===== config.mk =====
export PLATFORM = sky130hd
export DESIGN_NAME = calc_tx_serializer
export DESIGN_NICKNAME = d
export VERILOG_FILES = /design/src/rtl/calc_tx_pkg.sv /design/src/rtl/calc_tx_fifo.sv /design/src/rtl/calc_tx_serializer.sv
export SDC_FILE = /design/constraint.sdc
export NUM_CORES = 1
export LEC_CHECK = 0
export ABC_AREA = 1
export CAP_MARGIN = 10
export CORE_ASPECT_RATIO = 0.5
export CORE_UTILIZATION = 59
export CTS_CLUSTER_SIZE = 14
export DETAILED_ROUTE_END_ITERATION = 16
export PLACE_DENSITY = 0.8
export SYNTH_ARGS = -nofsm -noshare
export SYNTH_HDL_FRONTEND = slang
export SYNTH_SLANG_ARGS = --single-unit

===== constraint.sdc =====
create_clock -name clk -period 3.6 [get_ports clk]
set_input_delay 0.72 -clock clk [delete_from_list [all_inputs] [get_ports clk]]
set_output_delay 0.72 -clock clk [all_outputs]
set_load 0.05 [all_outputs]

===== src/rtl/calc_tx_pkg.sv =====
// Shared types and helpers for the calculator result transmitter.
package calc_tx_pkg;

  typedef enum logic {TX_IDLE, TX_SHIFT} tx_state_t;

  function automatic int beats(input int dataW, input int outSize);
    return dataW / outSize;
  endfunction

endpackage


===== src/rtl/calc_tx_fifo.sv =====
// Count-based synchronous queue. A push into a full queue is still accepted
// when a pop happens in the same cycle.
module calc_tx_fifo #(
  parameter int DEPTH = 4,
  parameter int WIDTH = 32
) (
  input  logic             clk,
  input  logic             reset,
  input  logic             push_i,
  input  logic             pop_i,
  input  logic [WIDTH-1:0] wdata_i,
  output logic [WIDTH-1:0] rdata_o,
  output logic             full_o,
  output logic             empty_o
);
  localparam int PTR_W = (DEPTH > 1) ? $clog2(DEPTH) : 1;
  localparam int CNT_W = $clog2(DEPTH) + 1;

  logic [WIDTH-1:0] mem_q [DEPTH];
  logic [PTR_W-1:0] wrPtr_q, rdPtr_q, wrPtr_d, rdPtr_d;
  logic [CNT_W-1:0] count_q, count_d;
  logic             doPush, doPop;

  assign full_o  = (count_q == CNT_W'(DEPTH));
  assign empty_o = (count_q == '0);
  assign rdata_o = mem_q[rdPtr_q];
  assign doPop   = pop_i && !empty_o;
  assign doPush  = push_i && (!full_o || doPop);

  // Pointers wrap naturally because DEPTH is a power of two.
  always_comb begin
    wrPtr_d = wrPtr_q;
    rdPtr_d = rdPtr_q;
    count_d = count_q;
    if (doPush) wrPtr_d = wrPtr_q + PTR_W'(1);
    if (doPop)  rdPtr_d = rdPtr_q + PTR_W'(1);
    if (doPush && !doPop)      count_d = count_q + CNT_W'(1);
    else if (doPop && !doPush) count_d = count_q - CNT_W'(1);
  end

  always_ff @(posedge clk) begin
    if (reset) begin
      wrPtr_q <= '0;
      rdPtr_q <= '0;
      count_q <= '0;
    end else begin
      wrPtr_q <= wrPtr_d;
      rdPtr_q <= rdPtr_d;
      count_q <= count_d;
    end
  end

  always_ff @(posedge clk) begin
    if (doPush) mem_q[wrPtr_q] <= wdata_i;
  end

endmodule


===== src/rtl/calc_tx_serializer.sv =====
// Result transmitter: queues calculator results and serialises them MSB-first
// onto an OUTSIZE-lane bus, paced by a programmable divided clock ClkTx.
module calc_tx_serializer
  import calc_tx_pkg::*;
#(
  parameter int DATA_W     = 32,
  parameter int OUTSIZE    = 1,
  parameter int FIFO_DEPTH = 4,
  parameter int DIV_W      = 32
) (
  input  logic               clk,
  input  logic               Reset,
  input  logic               SampleData,
  input  logic [DATA_W-1:0]  Result,
  input  logic               ConfigDiv,
  input  logic [DIV_W-1:0]   DivIn,
  output logic               StartTx,
  output logic               Busy,
  output logic               DOutValid,
  output logic [OUTSIZE-1:0] DataOut,
  output logic               ClkTx,
  output logic               Full,
  output logic               Overflow
);
  localparam int BEATS  = beats(DATA_W, OUTSIZE);
  localparam int BCNT_W = $clog2(BEATS) + 1;

  if ((DATA_W % OUTSIZE) != 0) begin : gBadLanes
    $error("calc_tx_serializer: DATA_W must be a multiple of OUTSIZE");
  end
  if ((FIFO_DEPTH < 2) || ((FIFO_DEPTH & (FIFO_DEPTH - 1)) != 0)) begin : gBadDepth
    $error("calc_tx_serializer: FIFO_DEPTH must be a power of two and at least 2");
  end

  tx_state_t         state_q;
  logic [DATA_W-1:0] shReg_q;
  logic [BCNT_W-1:0] beatCnt_q;
  logic [DIV_W-1:0]  divCnt_q, divReg_q;
  logic              clkTx_q, startTx_q, dOutValid_q, overflow_q;

  logic              fifoFull, fifoEmpty, pop;
  logic              divTick, fallTick, lastBeat;
  logic [DATA_W-1:0] fifoData;

  calc_tx_fifo #(
    .DEPTH (FIFO_DEPTH),
    .WIDTH (DATA_W)
  ) uFifo (
    .clk     (clk),
    .reset   (Reset),
    .push_i  (SampleData),
    .pop_i   (pop),
    .wdata_i (Result),
    .rdata_o (fifoData),
    .full_o  (fifoFull),
    .empty_o (fifoEmpty)
  );

  // A word is popped either from idle or on the last falling toggle of a frame,
  // which is what makes back-to-back frames gapless.
  assign divTick  = (state_q == TX_SHIFT) && (divCnt_q == divReg_q);
  assign fallTick = divTick && clkTx_q;
  assign lastBeat = fallTick && (beatCnt_q == BCNT_W'(BEATS - 1));
  assign pop      = !fifoEmpty && ((state_q == TX_IDLE) || lastBeat);

  assign Busy      = (state_q == TX_SHIFT) || !fifoEmpty;
  assign Full      = fifoFull;
  assign Overflow  = overflow_q;
  assign StartTx   = startTx_q;
  assign DOutValid = dOutValid_q;
  assign ClkTx     = clkTx_q;
  assign DataOut   = shReg_q[DATA_W-1 -: OUTSIZE];

  always_ff @(posedge clk) begin
    if (Reset) begin
      state_q     <= TX_IDLE;
      shReg_q     <= '0;
      beatCnt_q   <= '0;
      divCnt_q    <= '0;
      divReg_q    <= '0;
      clkTx_q     <= 1'b0;
      startTx_q   <= 1'b0;
      dOutValid_q <= 1'b0;
      overflow_q  <= 1'b0;
    end else begin
      startTx_q <= 1'b0;
      if (SampleData && fifoFull && !pop) overflow_q <= 1'b1;
      if (ConfigDiv && !Busy) divReg_q <= DivIn;

      case (state_q)
        TX_IDLE: begin
          if (pop) begin
            state_q     <= TX_SHIFT;
            shReg_q     <= fifoData;
            beatCnt_q   <= '0;
            divCnt_q    <= '0;
            clkTx_q     <= 1'b0;
            startTx_q   <= 1'b1;
            dOutValid_q <= 1'b1;
          end
        end
        TX_SHIFT: begin
          if (divTick) begin
            divCnt_q <= '0;
            clkTx_q  <= ~clkTx_q;
          end else begin
            divCnt_q <= divCnt_q + DIV_W'(1);
          end
          // DataOut only moves on falling toggles, so it is stable around each rising one.
          if (lastBeat) begin
            beatCnt_q <= '0;
            if (pop) begin
              shReg_q   <= fifoData;
              startTx_q <= 1'b1;
            end else begin
              state_q     <= TX_IDLE;
              shReg_q     <= '0;
              dOutValid_q <= 1'b0;
            end
          end else if (fallTick) begin
            shReg_q   <= shReg_q << OUTSIZE;
            beatCnt_q <= beatCnt_q + BCNT_W'(1);
          end
        end
        default: state_q <= TX_IDLE;
      endcase
    end
  end

endmodule

# Yosys cells after proc, flatten, opt, wreduce, memory -nomap -nowiden

Memory sizes are Yosys's and may differ from the RTL's. A register that Yosys moved wholly into a read port is not among the register bits.
Index checks and enable logic that the tools add are counted.
Widths: inputs -> output; s select.

Flip-flop bits (word level): 114
Memory bits (writable): 128
Input port bits: 68
Output and inout port bits: 7
Word-level logic and storage cells: 84
Memories: 1

Memory list:

| memory      | words | bits a word | rd ports | clocked after Yosys merged registers in | wr ports | line               | text |
|---|---|---|---|---|---|---|---|
| uFifo.mem_q | 4     | 32          | 1        | 1                                       | 1        | calc_tx_fifo.sv:19 | `logic [WIDTH-1:0] mem_q [DEPTH];` |

Add/subtract/negate cells: 6
Eq/ne operators: 8
Multiplexer cells: 30
Bitwise gates (word level): 2
Reduce and logical (&&, ||, !) cells: 25

Operator list:

| kind                  | number |
|---|---|
| $mux 32               | 6 |
| $pmux 32 s2           | 2 |
| $add 32x1->32 const B | 1 |
| $eq 32x32->1          | 1 |
| $mux 6                | 3 |
| $pmux 6 s2            | 1 |
| $logic_and 1x1->1     | 11 |
| $mux 1                | 10 |
| $pmux 1 s2            | 4 |
| $add 6x1->6 const B   | 1 |
| $eq 6x5->1 const B    | 1 |
| $logic_not 1->1       | 6 |
| $mux 3                | 2 |
| $add 2x1->2 const B   | 2 |
| $mux 2                | 2 |
| $ne 2x1->1 const B    | 2 |
| $ne 2x2->1 const B    | 2 |
| $reduce_and 2->1      | 2 |
| $add 3x1->3 const B   | 1 |
| $eq 3x3->1 const B    | 1 |
| $logic_not 3->1       | 1 |
| $logic_or 1x1->1      | 3 |
| $ne 3x1->1 const B    | 1 |
| $reduce_and 3->1      | 1 |
| 3 further kinds       | 4 |

# Longest topological paths before layout

Gate-level depths: netlist of run 1.

Word-level depth: 13
Gate-level depth with buffers: 21
Mapped depth without buffers: 20

# Modules after synthesis

From an unflattened synthesis of run 1, not the netlist that was laid out.

Cell total of the unflattened synthesis: 1268
Area total of the unflattened synthesis: 10979.3 um^2

By module, submodules not included:

| module             | instances | cells each | area an instance (um^2) | seq. area each (um^2) |
|---|---|---|---|---|
| calc_tx_serializer | 1         | 887        | 5701.7                  | 2142.1 |
| calc_tx_fifo       | 1         | 381        | 5277.6                  | 4023.9 |

# Least setup slack after synthesis of run 1

No wires, ideal clock.

Kind: register -> register
Start point: reg divCnt_q[23]
End point: mem uFifo.mem_q[0][0] (enable)
Library setup time: 0.421 ns
Arrival: 2.853 ns
Required time: 3.179 ns
Slack: 0.325 ns
Stages on the path, launching flop included: 14
Path buffers: 1
Clock period less this slack: 3.275 ns
Path through: dfxtp_1 > buf_4 > inv_2 > nand2_1 > nand2_1 > nor2_1 > nand2_1 > nor2_1 > nand2_1 > nor2_4 > nand4_4 > nand3_1 > nand2_1 > nor2_1

Cells in the longest elaborated chain, start to end: 11

Ends and longest elaborated chain:

| item                         | line                      | text |
|---|---|---|
| start, declared              | calc_tx_serializer.sv:38  | `logic [DIV_W-1:0] divCnt_q, divReg_q;` |
| start signal, assigned       | calc_tx_serializer.sv:107 | `divCnt_q <= divCnt_q + DIV_W'(1);` |
| $eq 32x32->1                 | calc_tx_serializer.sv:61  | `assign divTick = (state_q == TX_SHIFT) && (divCnt_q == divReg_q);` |
| $logic_and 1x1->1            | calc_tx_serializer.sv:61  |  |
| $logic_and 1x1->1            | calc_tx_serializer.sv:62  | `assign fallTick = divTick && clkTx_q;` |
| $logic_and 1x1->1            | calc_tx_serializer.sv:63  | `assign lastBeat = fallTick && (beatCnt_q == BCNT_W'(BEATS - 1));` |
| $logic_or 1x1->1             | calc_tx_serializer.sv:64  | `assign pop = !fifoEmpty && ((state_q == TX_IDLE) \|\| lastBeat);` |
| $logic_and 1x1->1            | calc_tx_serializer.sv:64  |  |
| $logic_and 1x1->1            | calc_tx_fifo.sv:27        | `assign doPop = pop_i && !empty_o;` |
| $logic_or 1x1->1             | calc_tx_fifo.sv:28        | `assign doPush = push_i && (!full_o \|\| doPop);` |
| $logic_and 1x1->1            | calc_tx_fifo.sv:28        |  |
| $mux 1                       | calc_tx_fifo.sv:54        | `if (doPush) mem_q[wrPtr_q] <= wdata_i;` |
| $mux 1 (not written as such) | calc_tx_fifo.sv:54        |  |
| end, declared                | calc_tx_fifo.sv:19        |  |

No other way between the ends.

# Final worst setup path of run 1

Start point: reg divCnt_q[21]
End point: reg uFifo.count_q[2]

Cells in the longest elaborated chain, start to end: 12
Elaborated cells on any way between the ends: 15
Those cells by class: eq/ne (1); mux (1); reduce/logical (13)

Ends and longest elaborated chain:

| item                               | line                     | text |
|---|---|---|
| $eq 32x32->1 *                     | calc_tx_serializer.sv:61 |  |
| $logic_and 1x1->1 *                | calc_tx_serializer.sv:61 |  |
| $logic_and 1x1->1 *                | calc_tx_serializer.sv:62 |  |
| $logic_and 1x1->1 *                | calc_tx_serializer.sv:63 |  |
| $logic_or 1x1->1 *                 | calc_tx_serializer.sv:64 |  |
| $logic_and 1x1->1 *                | calc_tx_serializer.sv:64 |  |
| $logic_and 1x1->1 *                | calc_tx_fifo.sv:27       |  |
| $logic_or 1x1->1 *                 | calc_tx_fifo.sv:28       |  |
| $logic_and 1x1->1 *                | calc_tx_fifo.sv:28       |  |
| net uFifo.doPush                   | calc_tx_fifo.sv:22       | `logic doPush, doPop;` |
| $logic_not 1->1                    | calc_tx_fifo.sv:38       | `else if (doPop && !doPush) count_d = count_q - CNT_W'(1);` |
| $logic_and 1x1->1                  | calc_tx_fifo.sv:38       |  |
| $reduce_bool 2->1 (no source line) | -                        |  |
| end signal, assigned               | calc_tx_fifo.sv:49       | `count_q <= count_d;` |
| end, declared                      | calc_tx_fifo.sv:21       | `logic [CNT_W-1:0] count_q, count_d;` |

The timed path passes the listed nets; every way through them passes the cells marked *.
A chain may end at the register's enable or synchronous reset.

==> results by group, run 1 <==
Timing
  • Max-Slew Margin vs Limit: 27.4%
  • RSZ-0062 raised after global routing: no
  • Count of final setup violators: 0
  • Setup TNS: 0 ns
  • Min Tclk post-route: 3.08 ns
  • Final Hold Viols: 0
  • Maximum achievable frequency: approximately 0.33 GHz
  • Final Skew: 0.0192 ns
  • Final Cycle Share: 85.5%
  • Slew @ Worst Pin: 1.09 ns
  • Max-slew violations: 0

Worst setup path
  • CP endpoint kind: flop
  • Cell depth of the worst setup path: 20
  • Crit-path max FO: 6
  • Worst path slowest cell: dfxtp_1
  • Worst setup path startpoint: divCnt_q[21]
  • Critical path cell sequence: inv_2 -> nand2_1 -> nand2_1 -> nor2_1 -> nand2_1 -> nor2_1 -> nand2_1 -> nor2_4 -> nand4_4 -> nand3_1 -> nand2_1 -> inv_1 -> ha_1 -> inv_1 -> fa_1 -> nor2_1 -> nor2_1 -> nand2_1 -> o21ai_0 -> a21oi_1
  • Worst Reg-to-Reg Cells: 20
  • Buffers and inverters on the worst path: 3
  • Setup crit end: uFifo.count_q[2]
  • Reg-to-Reg End: uFifo.count_q[2]
  • Worst R2R Start: divCnt_q[21]
  • Critical path's top delay family: simple AND/OR/NAND/NOR gates
  • Most used cell, CP: nand2_1
  • Worst EP required: 4.04 ns
  • Startpoint types: flop
  • Internal reg-to-reg setup slack: 0.52 ns
  • Crit-path max cell delay: 0.49 ns
  • WS Path Type: reg -> reg
  • Crit path DAT: 3.52 ns

Yosys
  • Ys flop type: edfxtp_1
  • Average size of a mapped cell: 8.61 µm²
  • Async set or reset register ratio after synthesis: 0%
  • Most area-hungry cell type in the Yosys netlist: edfxtp_1
  • #FFs+latches synth: 244
  • Mapped cell area: 10900 µm²
  • Gate Count Post-Synth: 1269
  • Post-synth EDFFs: 128
  • Post-synth top area share: 35.2%
  • Post-synth net total: 1345
  • Ys Warns: 0
  • Yosys cell types: 36
  • Sequential area share after synthesis: 56.5%
  • Top post-synthesis cells by area: edfxtp_1 (35%), dfxtp_1 (21%), nand2_1 (7.4%)

Power and ir drop
  • Switching power: 0.00320 W
  • Sequential power share: approximately two fifths
  • P per Cell Area: roughly 700 nW/µm²
  • Sw Ratio: 36.9%
  • Clock network power share: 25.0%
  • Internal Power: 0.00548 W
  • Comb pwr share: between 30% and 40%
  • Lkg Pwr: 4.65 nW
  • Maximum VDD drop: 0.000417 V

Placed design
  • Port Buf Inserts: 74
  • Gp weighted congestion: 0.917
  • DPL Wire Length: 15700 µm
  • Placed cell area: 11800 µm²

GRT
  • GRT Total Usage: 27.5%
  • Via count of the first global-routing pass: 8560
  • Gr busiest metal: met2
  • Initial antenna violation count: 0
  • GRT Residual Overflow: 0
  • Largest net degree at the start of global routing: 72
  • Met1 Usage GRT: a little under two fifths
  • First-pass GRT wire length: 42400 µm
  • GR Util met2: 46.5%
  • Met3 GRT Util: 4.46%

Cells and area
  • Nets: 1393
  • Number of diodes: 0
  • Layout cell share with drive strength beyond 1: around 5.6%
  • Fill count: between 1000 and 1500
  • Final instance area: 12500 µm²
  • Area growth syn-to-layout: 14.1%

Die
  • Starting Density: 61.6%
  • Die Y: 98.2 µm
  • Placeable core area: approximately 18000 µm²
  • IO Pins: 75
  • DIE AREA: between 15000 and 20000 µm²
  • FP Rows: 34
  • Die W: 194 µm

Clocking
  • PostCTS Resize Cnt: 0
  • Hold_buf cts: 0
  • H-tree levels: 1
  • Post-CTS repair timing setup buffer count: 0
  • TritonCTS clock tree: done
  • Reg clk slew, reported paths: 0.06 ns
  • Clk_lat worst skew: 0.53 ns
  • Num CTS Buffers: 22
  • Clk root buf: clkbuf_16
  • Deepest clock path buffer count: 3
  • Clock Sinks: around 240

Drt
  • Drt first-iter violations: 802
  • DR vias: 9006
  • Post-DR vias/cell: ~5.8
  • Routed Antenna Nets: 0
  • DRT Pass-1 Iters: 5
  • DRC: 0
  • Routed wire length: roughly 26000 µm
  • WL/cell: 16.5 µm

Worst hold path
  • Hold crit path type: reg -> reg

Run status
  • Status: completed

Run
  • Max-Cap Viols: 0
## synthesized netlist by cell type, drive strengths merged (2+ instances only)
library cell  number
a21o               2
a21oi            106
a31oi              2
and3               2
buf               21
clkbuf            46
clkinv             2
dfxtp            116
edfxtp           128
ha                 7
inv              126
nand2            218
nand3            124
nand4             19
nor2             128
nor3              19
nor4               9
o211ai             3
o21ai            144
o22ai             32
or2                2
xor2               8
## state kept, by name, indices dropped and copies added, names as in the netlist, named ones only
signal,flops
Overflow,1
DOutValid,1
ClkTx,1
state_q,1
StartTx,1
uFifo.wrPtr_q,2
uFifo.rdPtr_q,2
uFifo.count_q,3
divCnt_q,32
beatCnt_q,6
divReg_q,32
shReg_q,32
uFifo.mem_q,128
## placed cells by master (no fill, tap or decap), types with 3 or more instances in the layout
| master | Yosys | final |
|---|---|---|
| nand2_1 | 216 | 216 |
| o21ai_0 | 144 | 144 |
| edfxtp_1 | 128 | 128 |
| nor2_1 | 127 | 123 |
| nand3_1 | 123 | 122 |
| dfxtp_1 | 116 | 115 |
| inv_1 | 108 | 108 |
| a21oi_1 | 106 | 106 |
| clkdlybuf4s50_1 | 0 | 73 |
| o22ai_1 | 32 | 32 |
| clkbuf_16 | 0 | 22 |
| inv_2 | 18 | 19 |
| nor3_1 | 18 | 18 |
| nand4_1 | 18 | 18 |
| buf_4 | 2 | 16 |
| clkbuf_1 | 46 | 13 |
| nor4_1 | 9 | 9 |
| xor2_1 | 8 | 8 |
| ha_1 | 7 | 7 |
| nor2_2 | 0 | 4 |
| o211ai_1 | 3 | 3 |
## worst min path at each step
stage	from	end	slack, ns	depth (start not counted)
6_report	Overflow	Overflow	0.46	2
5_1_grt	Overflow	Overflow	0.48	2
4_1_cts	divReg_q[31]	divReg_q[31]	0.46	2
3_5_place_dp	divReg_q[31]	divReg_q[31]	0.45	2
3_3_place_gp	Overflow	Overflow	0.44	2
2_1_floorplan	divReg_q[27]	divReg_q[27]	0.44	2
## final cells by class
| class | count | area, µm² | share of cell area [%] |
|---|---|---|---|
| sequential | 244 | 6170 | 49.5 |
| multi-input combinational | 830 | 3990 | 32.0 |
| timing repair buffer | 91 | 891 | 7.15 |
| clock buffer | 36 | 613 | 4.92 |
| inverter | 128 | 480 | 3.86 |
| tap | 234 | 293 | 2.35 |
| clock inverter | 1 | 30.0 | 0.241 |
## cells by family (layout without fill, tap and decap cells)
logic type | count (synthesis) | after routing | share of synthesized area [%]
simple gates | 521 | 521 | 20.7
compound gates | 292 | 292 | 14.0
flops | 244 | 244 | 56.5
buf+inv | 195 | 256 | 7.15
xor+xnor | 9 | 9 | 0.722
fa+ha+maj | 8 | 8 | 0.985
## power by group through the flow
stage	logic (W)	registers (W)	clock network, W
final	0.00287	0.00364	0.00217
after global routing	0.00324	0.00368	0.00230
after CTS	0.00286	0.00363	0.00220
after detailed placement	0.00283	0.00368	0
after global placement	0.00275	0.00367	0
after floorplan	0.00207	0.00367	0
## worst register-to-register path, stage by stage (launching register included)
cell and delay, ns:
dfxtp_1 0.49, inv_2 0.11, nand2_1 0.07, nand2_1 0.04, nor2_1 0.10, nand2_1 0.08
nor2_1 0.12, nand2_1 0.10, nor2_4 0.21, nand4_4 0.16, nand3_1 0.20, nand2_1 0.19
inv_1 0.10, ha_1 0.13, inv_1 0.06, fa_1 0.38, nor2_1 0.11, nor2_1 0.04
nand2_1 0.07, o21ai_0 0.07, a21oi_1 0.16
## per-stage QoR
stage	hold WS, ns	utilization [%]	worst slack, ns	instances	total power (W)
finish	0.461	70.3	0.523	1564	0.00868
global route	0.478	70.3	0.183	1564	0.00922
CTS	0.463	70.3	0.551	1564	0.00869
floorplan	0.436	-	0.325	1269	0.00575
detailed placement	0.453	66.6	0.582	1527	0.00651
global placement	0.440	66.6	0.645	1527	0.00642
## metal layers
layer | share of wire [%] | vias up
met4 | 1.8 | 0
met1 | 46 | 4255
met3 | 5.7 | 42
met2 | 47 | 287
li1 | - | 4422
met5 | 0 | -
No activity file was read; power rests on OpenSTA's default activity.
==> inputs of run 2 (changes only) <==
--- a/config.mk
+++ b/config.mk
@@ -8,10 +8,11 @@
 export ABC_AREA = 1
 export CAP_MARGIN = 10
 export CORE_ASPECT_RATIO = 0.5
+export CORE_MARGIN = 10
 export CORE_UTILIZATION = 59
 export CTS_CLUSTER_SIZE = 14
 export DETAILED_ROUTE_END_ITERATION = 16
-export PLACE_DENSITY = 0.8
+export PLACE_DENSITY = 0.87
 export SYNTH_ARGS = -nofsm -noshare
 export SYNTH_HDL_FRONTEND = slang
 export SYNTH_SLANG_ARGS = --single-unit
==> results by group, run 2 (synthesis results as in run 1) <==
Run status
  • Status: completed

GRT
  • GRT Residual Overflow: 0 (unchanged)
  • Via count of the first global-routing pass: 8782 (+2.6%)
  • First-pass GRT wire length: 43800 µm (+3.4%)
  • GRT Total Usage: 21.5% (-6.0 points)
  • Initial antenna violation count: 0 (unchanged)
  • Largest net degree at the start of global routing: 72 (unchanged)

Cells and area
  • Max reg flops: 128 (unchanged)
  • Area growth syn-to-layout: 14.7%
  • Layout cell share with drive strength beyond 1: 6.00% (+0.36 points)
  • Number of diodes: 0 (unchanged)
  • Top reg by flops: uFifo.mem_q
  • Leading cell types in the layout, fill and taps excluded: nand2_1 (216), o21ai_0 (144), edfxtp_1 (128)
  • Commonest non-fill, non-tap cell in the layout: nand2_1
  • Non-Filler Instances: 1574 (+0.64%)
  • Nets: 1394 (+0.072%)
  • Fill count: 1404 (+1.5%)

Clocking
  • PostCTS Resize Cnt: 0 (unchanged)
  • Clk root buf: clkbuf_16
  • Reg clk slew, reported paths: 0.07 ns (about the same)
  • TritonCTS clock tree: done
  • Deepest clock path buffer count: 3 (unchanged)
  • Num CTS Buffers: 23 (+4.5%)
  • H-tree levels: 1 (unchanged)
  • Clock Sinks: 244 (unchanged)
  • Hold_buf cts: 0 (unchanged)
  • Clk_lat worst skew: 0.53 ns (about the same)
  • Post-CTS repair timing setup buffer count: 0 (unchanged)

Worst setup path
  • CP endpoint kind: primary output
  • Crit path DAT: 2.37 ns (-1.15 ns)
  • WS Path Type: reg -> out
  • Worst EP required: 2.88 ns (-1.16 ns)
  • Crit-path max FO: 30 (+24)
  • Startpoint types: flop

Drt
  • DRT Pass-1 Iters: 5 (unchanged)
  • DR vias: 9101 (+1.1%)
  • Drt first-iter violations: 822 (+2.5%)
  • Post-DR vias/cell: 5.78 (+0.41%)
  • DRC: 0 (unchanged)
  • WL/cell: 17.1 µm (+4.1%)
  • Routed wire length: 27000 µm (+4.8%)
  • Routed Antenna Nets: 0 (unchanged)

Placed design
  • DPL Wire Length: 16600 µm (+5.7%)
  • Port Buf Inserts: 74 (unchanged)
  • Gp weighted congestion: 0.915 (-0.16%)
  • Number of instances in the placed design: 1533 (+0.39%)

Power and ir drop
  • P per Cell Area: 705 nW/µm² (+1.2%)
  • Lkg Pwr: 4.68 nW (+0.60%)
  • Maximum VDD drop: 0.000468 V (+12%)

Die
  • FP Rows: 35 (+2.9%)
  • Die W: 212 µm (+9.3%)
  • DIE AREA: 24700 µm² (+29%)
  • Starting Density: 59.7% (-1.9 points)
  • Placeable core area: 18300 µm² (+3.2%)
  • Die Y: 116 µm (+18%)
  • IO Pins: 75 (unchanged)

Timing
  • Maximum achievable frequency: 0.324 GHz (-0.35%)
  • Count of final setup violators: 0 (unchanged)
  • Final Cycle Share: 85.8% (+0.30 points)
  • Max-slew violations: 0 (unchanged)
  • Final Skew: 0.0200 ns (+0.000888 ns)
  • Max-Slew Margin vs Limit: 28.5% (+1.1 points)
  • RSZ-0062 raised after global routing: no
  • Slew @ Worst Pin: 1.07 ns (-0.0168 ns)
  • Final Hold Viols: 0 (unchanged)
  • Setup TNS: 0 ns (unchanged)
  • Min Tclk post-route: 3.09 ns (+0.0109 ns)

Worst hold path
  • Hold crit path type: reg -> reg

Run
  • Max-Cap Viols: 0 (unchanged)
[run 2: cell count changes in the layout (fill, tap and decap cells not counted)]
cell,before,now
clkinvlp_4,0,2
clkbuf_16,22,23
clkbuf_8,1,0
clkbuf_1,13,9
dfxtp_1,115,116
dfxtp_2,1,0
clkinv_2,0,2
inv_16,0,1
clkinv_1,1,3
clkinv_16,1,0
clkinv_4,0,1
bufinv_16,0,1
[run 2: where the power goes]
group	leakage, nW	switching, W	internal (W)
logic	2.22	0.00198	0.000913
clock network	0.333	0.00103	0.00127
registers	2.12	0.000244	0.00340
total	4.68	0.00325	0.00558
[run 2: final cells by class]
| class | count | area (µm²) | area share, % |
|---|---|---|---|
| inverters | 128 | 480 | 3.84 |
| flip-flops and latches | 244 | 6170 | 49.2 |
| clock buffers | 32 | 609 | 4.86 |
| repair buffers | 91 | 891 | 7.11 |
| multi-input cells | 830 | 3990 | 31.8 |
| well taps | 240 | 300 | 2.40 |
| clock inverters | 9 | 91.3 | 0.729 |
[run 2: final timing paths]
kind / from / cells after the start / slack [ns] / to
worst min register to register: divReg_q[8] / 2 / 0.46 / divReg_q[8]
worst min-delay path: divReg_q[8] / 2 / 0.46 / divReg_q[8]
worst max register to register: divCnt_q[19] / 20 / 0.53 / uFifo.count_q[2]
worst max-delay path: uFifo.count_q[0] / 6 / 0.51 / Busy
[run 2: per-layer routing]
layer / vias up / wire length [µm] / part of all wire (%) / global-route usage, %
met1: 4268 / 11300 / 42 / 27.2
li1: 4428 / - / - / -
met2: 357 / 13200 / 49 / 38.0
met5: - / 0 / 0 / 0
met3: 48 / 1860 / 6.9 / 3.03
met4: 0 / 565 / 2.1 / 6.33
[run 2: critical path, stage by stage (launching register included)]
cell	delay [ns]
dfxtp_1	0.35
nor2_1	0.14
nand2_1	0.24
inv_1	0.13
buf_4	0.36
nand2_1	0.36
buf_12	0.26
[run 2: metrics by stage]
stage,worst slack (ns),total power (W),hold slack [ns],area (µm²),util [%]
after floorplan,0.325,0.00575,0.436,10900,-
after global placement,0.738,0.00639,0.440,11800,64.6
after detailed placement,0.598,0.00653,0.456,11800,64.6
after CTS,0.523,0.00885,0.467,12500,68.4
after global routing,0.249,0.00940,0.494,12500,68.4
final,0.512,0.00884,0.465,12500,68.4
==> inputs of run 3 (changes only) <==
--- a/config.mk
+++ b/config.mk
@@ -7,7 +7,7 @@
 export LEC_CHECK = 0
 export ABC_AREA = 1
 export CAP_MARGIN = 10
-export CORE_ASPECT_RATIO = 0.5
+export CORE_ASPECT_RATIO = 0.8
 export CORE_MARGIN = 10
 export CORE_UTILIZATION = 59
 export CTS_CLUSTER_SIZE = 14
==> results by group, run 3 (synthesis results as in run 1) <==
Drt
  • DRT Pass-1 Iters: 6 (+1)
  • Routed Antenna Nets: 0 (unchanged)
  • Drt first-iter violations: 1153 (+40%)
  • DR vias: 9200 (+1.1%)
  • Post-DR vias/cell: 5.87 (+1.5%)
  • Routed wire length: 26900 µm (-0.26%)
  • WL/cell: 17.2 µm (+0.18%)
  • DRC: 0 (unchanged)

Run status
  • Status: completed

GRT
  • First-pass GRT wire length: 42900 µm (-2.0%)
  • GRT Total Usage: 21.5% (-0.069 points)
  • Via count of the first global-routing pass: 8524 (-2.9%)
  • GRT Residual Overflow: 0 (unchanged)
  • Initial antenna violation count: 0 (unchanged)
  • Largest net degree at the start of global routing: 72 (unchanged)

Clocking
  • Clk root buf: clkbuf_16
  • Reg clk slew, reported paths: 0.06 ns (about the same)
  • PostCTS Resize Cnt: 0 (unchanged)
  • Clk_lat worst skew: 0.51 ns (-0.02 ns)
  • Deepest clock path buffer count: 3 (unchanged)
  • H-tree levels: 1 (unchanged)
  • Hold_buf cts: 0 (unchanged)
  • Clock Sinks: 244 (unchanged)
  • Post-CTS repair timing setup buffer count: 0 (unchanged)
  • Num CTS Buffers: 23 (unchanged)
  • TritonCTS clock tree: done

Worst setup path
  • WS Path Type: reg -> reg
  • Worst R2R Start: divCnt_q[23]
  • Worst setup path startpoint: divCnt_q[23]
  • Internal reg-to-reg setup slack: 0.38 ns (-0.15 ns)
  • Crit path DAT: 3.66 ns (+1.29 ns)
  • Setup crit end: uFifo.count_q[2]
  • Reg-to-Reg End: uFifo.count_q[2]
  • Crit-path max FO: 9 (-70%)
  • Startpoint types: flop
  • CP endpoint kind: flop
  • Worst EP required: 4.04 ns (+1.16 ns)
  • Worst Reg-to-Reg Cells: 20 (unchanged)

Cells and area
  • Top reg by flops: uFifo.mem_q
  • Nets: 1396 (+0.14%)
  • Commonest non-fill, non-tap cell in the layout: nand2_1
  • Layout cell share with drive strength beyond 1: 6.21% (+0.21 points)
  • Max reg flops: 128 (unchanged)
  • Leading cell types in the layout, fill and taps excluded: nand2_1 (216), o21ai_0 (144), edfxtp_1 (128)
  • Area growth syn-to-layout: 14.5%
  • Number of diodes: 0 (unchanged)

Timing
  • Final Skew: 0.0125 ns (-0.00751 ns)
  • Final Hold Viols: 0 (unchanged)
  • Max-Slew Margin vs Limit: 23.6% (-4.9 points)
  • Slew @ Worst Pin: 1.14 ns (+0.0731 ns)
  • Max-slew violations: 0 (unchanged)
  • Final Cycle Share: 89.4% (+3.6 points)
  • Count of final setup violators: 0 (unchanged)
  • Min Tclk post-route: 3.22 ns (+0.129 ns)
  • Setup TNS: 0 ns (unchanged)
  • RSZ-0062 raised after global routing: no
  • Fin Hold WS: 0.457 ns (-0.00792 ns)
  • Maximum achievable frequency: 0.311 GHz (-4.0%)

Power and ir drop
  • Maximum VDD drop: 0.000431 V (-7.8%)
  • Lkg Pwr: 4.68 nW (+0.13%)
  • P per Cell Area: 703 nW/µm² (-0.33%)

Worst hold path
  • Hold crit path type: reg -> reg

Placed design
  • Gp weighted congestion: 0.973 (+6.4%)
  • Port Buf Inserts: 74 (unchanged)
  • DPL Wire Length: 16800 µm (+1.1%)

Die
  • IO Pins: 75 (unchanged)
  • Die W: 172 µm (-19%)
  • FP Rows: 44 (+26%)
  • Die Y: 142 µm (+22%)
  • Starting Density: 60.1% (+0.45 points)
  • DIE AREA: 24400 µm² (-1.2%)
  • Placeable core area: 18200 µm² (-0.75%)

Run
  • Max-Cap Viols: 0 (unchanged)
[run 3: cell types whose count changed in the layout (fill, tap and decap cells not counted)]
cell and delta:
buf_4 +2, bufinv_16 -1, clkbuf_1 +2, clkbuf_8 +1, clkinv_1 -1, clkinv_2 +2, clkinv_4 -1, clkinvlp_4 -2
dfxtp_1 -1, dfxtp_2 +1, inv_16 -1, inv_4 +1, inv_6 +1
[run 3: worst max-delay path, cell delays in order, from the launching register on]
cell	delay [ns]
dfxtp_1	0.48
inv_2	0.04
nand2_1	0.06
nand2_1	0.05
nor2_1	0.13
nand2_1	0.09
nor2_1	0.21
nand2_1	0.13
nor2_4	0.22
nand4_4	0.14
nand3_1	0.21
nand2_1	0.21
inv_1	0.10
ha_1	0.13
inv_1	0.07
fa_1	0.39
nor2_1	0.14
nor2_1	0.05
nand2_1	0.08
o21ai_0	0.09
a21oi_1	0.12
[run 3: cell type report]
class,instances,area [µm²]
Tap cell,230,288
Inverter,128,480
Clock inverter,7,38.8
Fill cell,1390,5670
Clock buffer,35,631
Sequential cell,244,6170
Timing Repair Buffer,93,906
Multi-Input combinational cell,830,3990
[run 3: how the worst min path moves through the flow]
stage / startpoint / endpoint / slack, ns / depth (start not counted)
final: Overflow / Overflow / 0.46 / 2
after global routing: divReg_q[29] / divReg_q[29] / 0.49 / 2
after CTS: Overflow / Overflow / 0.46 / 2
after detailed placement: Overflow / Overflow / 0.45 / 2
after global placement: Overflow / Overflow / 0.44 / 2
after floorplan: divReg_q[27] / divReg_q[27] / 0.44 / 2
[run 3: power by group]
part | leakage (nW) | switching [W] | internal (W) | total, W
Clock | 0.330 | 0.00100 | 0.00121 | 0.00221
Sequential | 2.12 | 0.000231 | 0.00340 | 0.00363
Combinational | 2.23 | 0.00202 | 0.000923 | 0.00294
[run 3: layer usage]
metal / share of wire [%] / GRT usage, %
met4: 1.6 / 5.12
met5: 0 / 0
met2: 44 / 33.0
met1: 43 / 29.6
met3: 12 / 5.82
[run 3: stage by stage]
step	util [%]	power, W	std cells	cell area (µm²)	setup WS, ns
4_1_cts	68.8	0.00875	1567	12500	0.466
3_3_place_gp	65.1	0.00643	1525	11800	0.740
3_5_place_dp	65.1	0.00655	1525	11800	0.573
2_1_floorplan	-	0.00575	1269	10900	0.325
5_1_grt	68.8	0.00930	1567	12500	0.202
6_report	68.8	0.00879	1567	12500	0.383
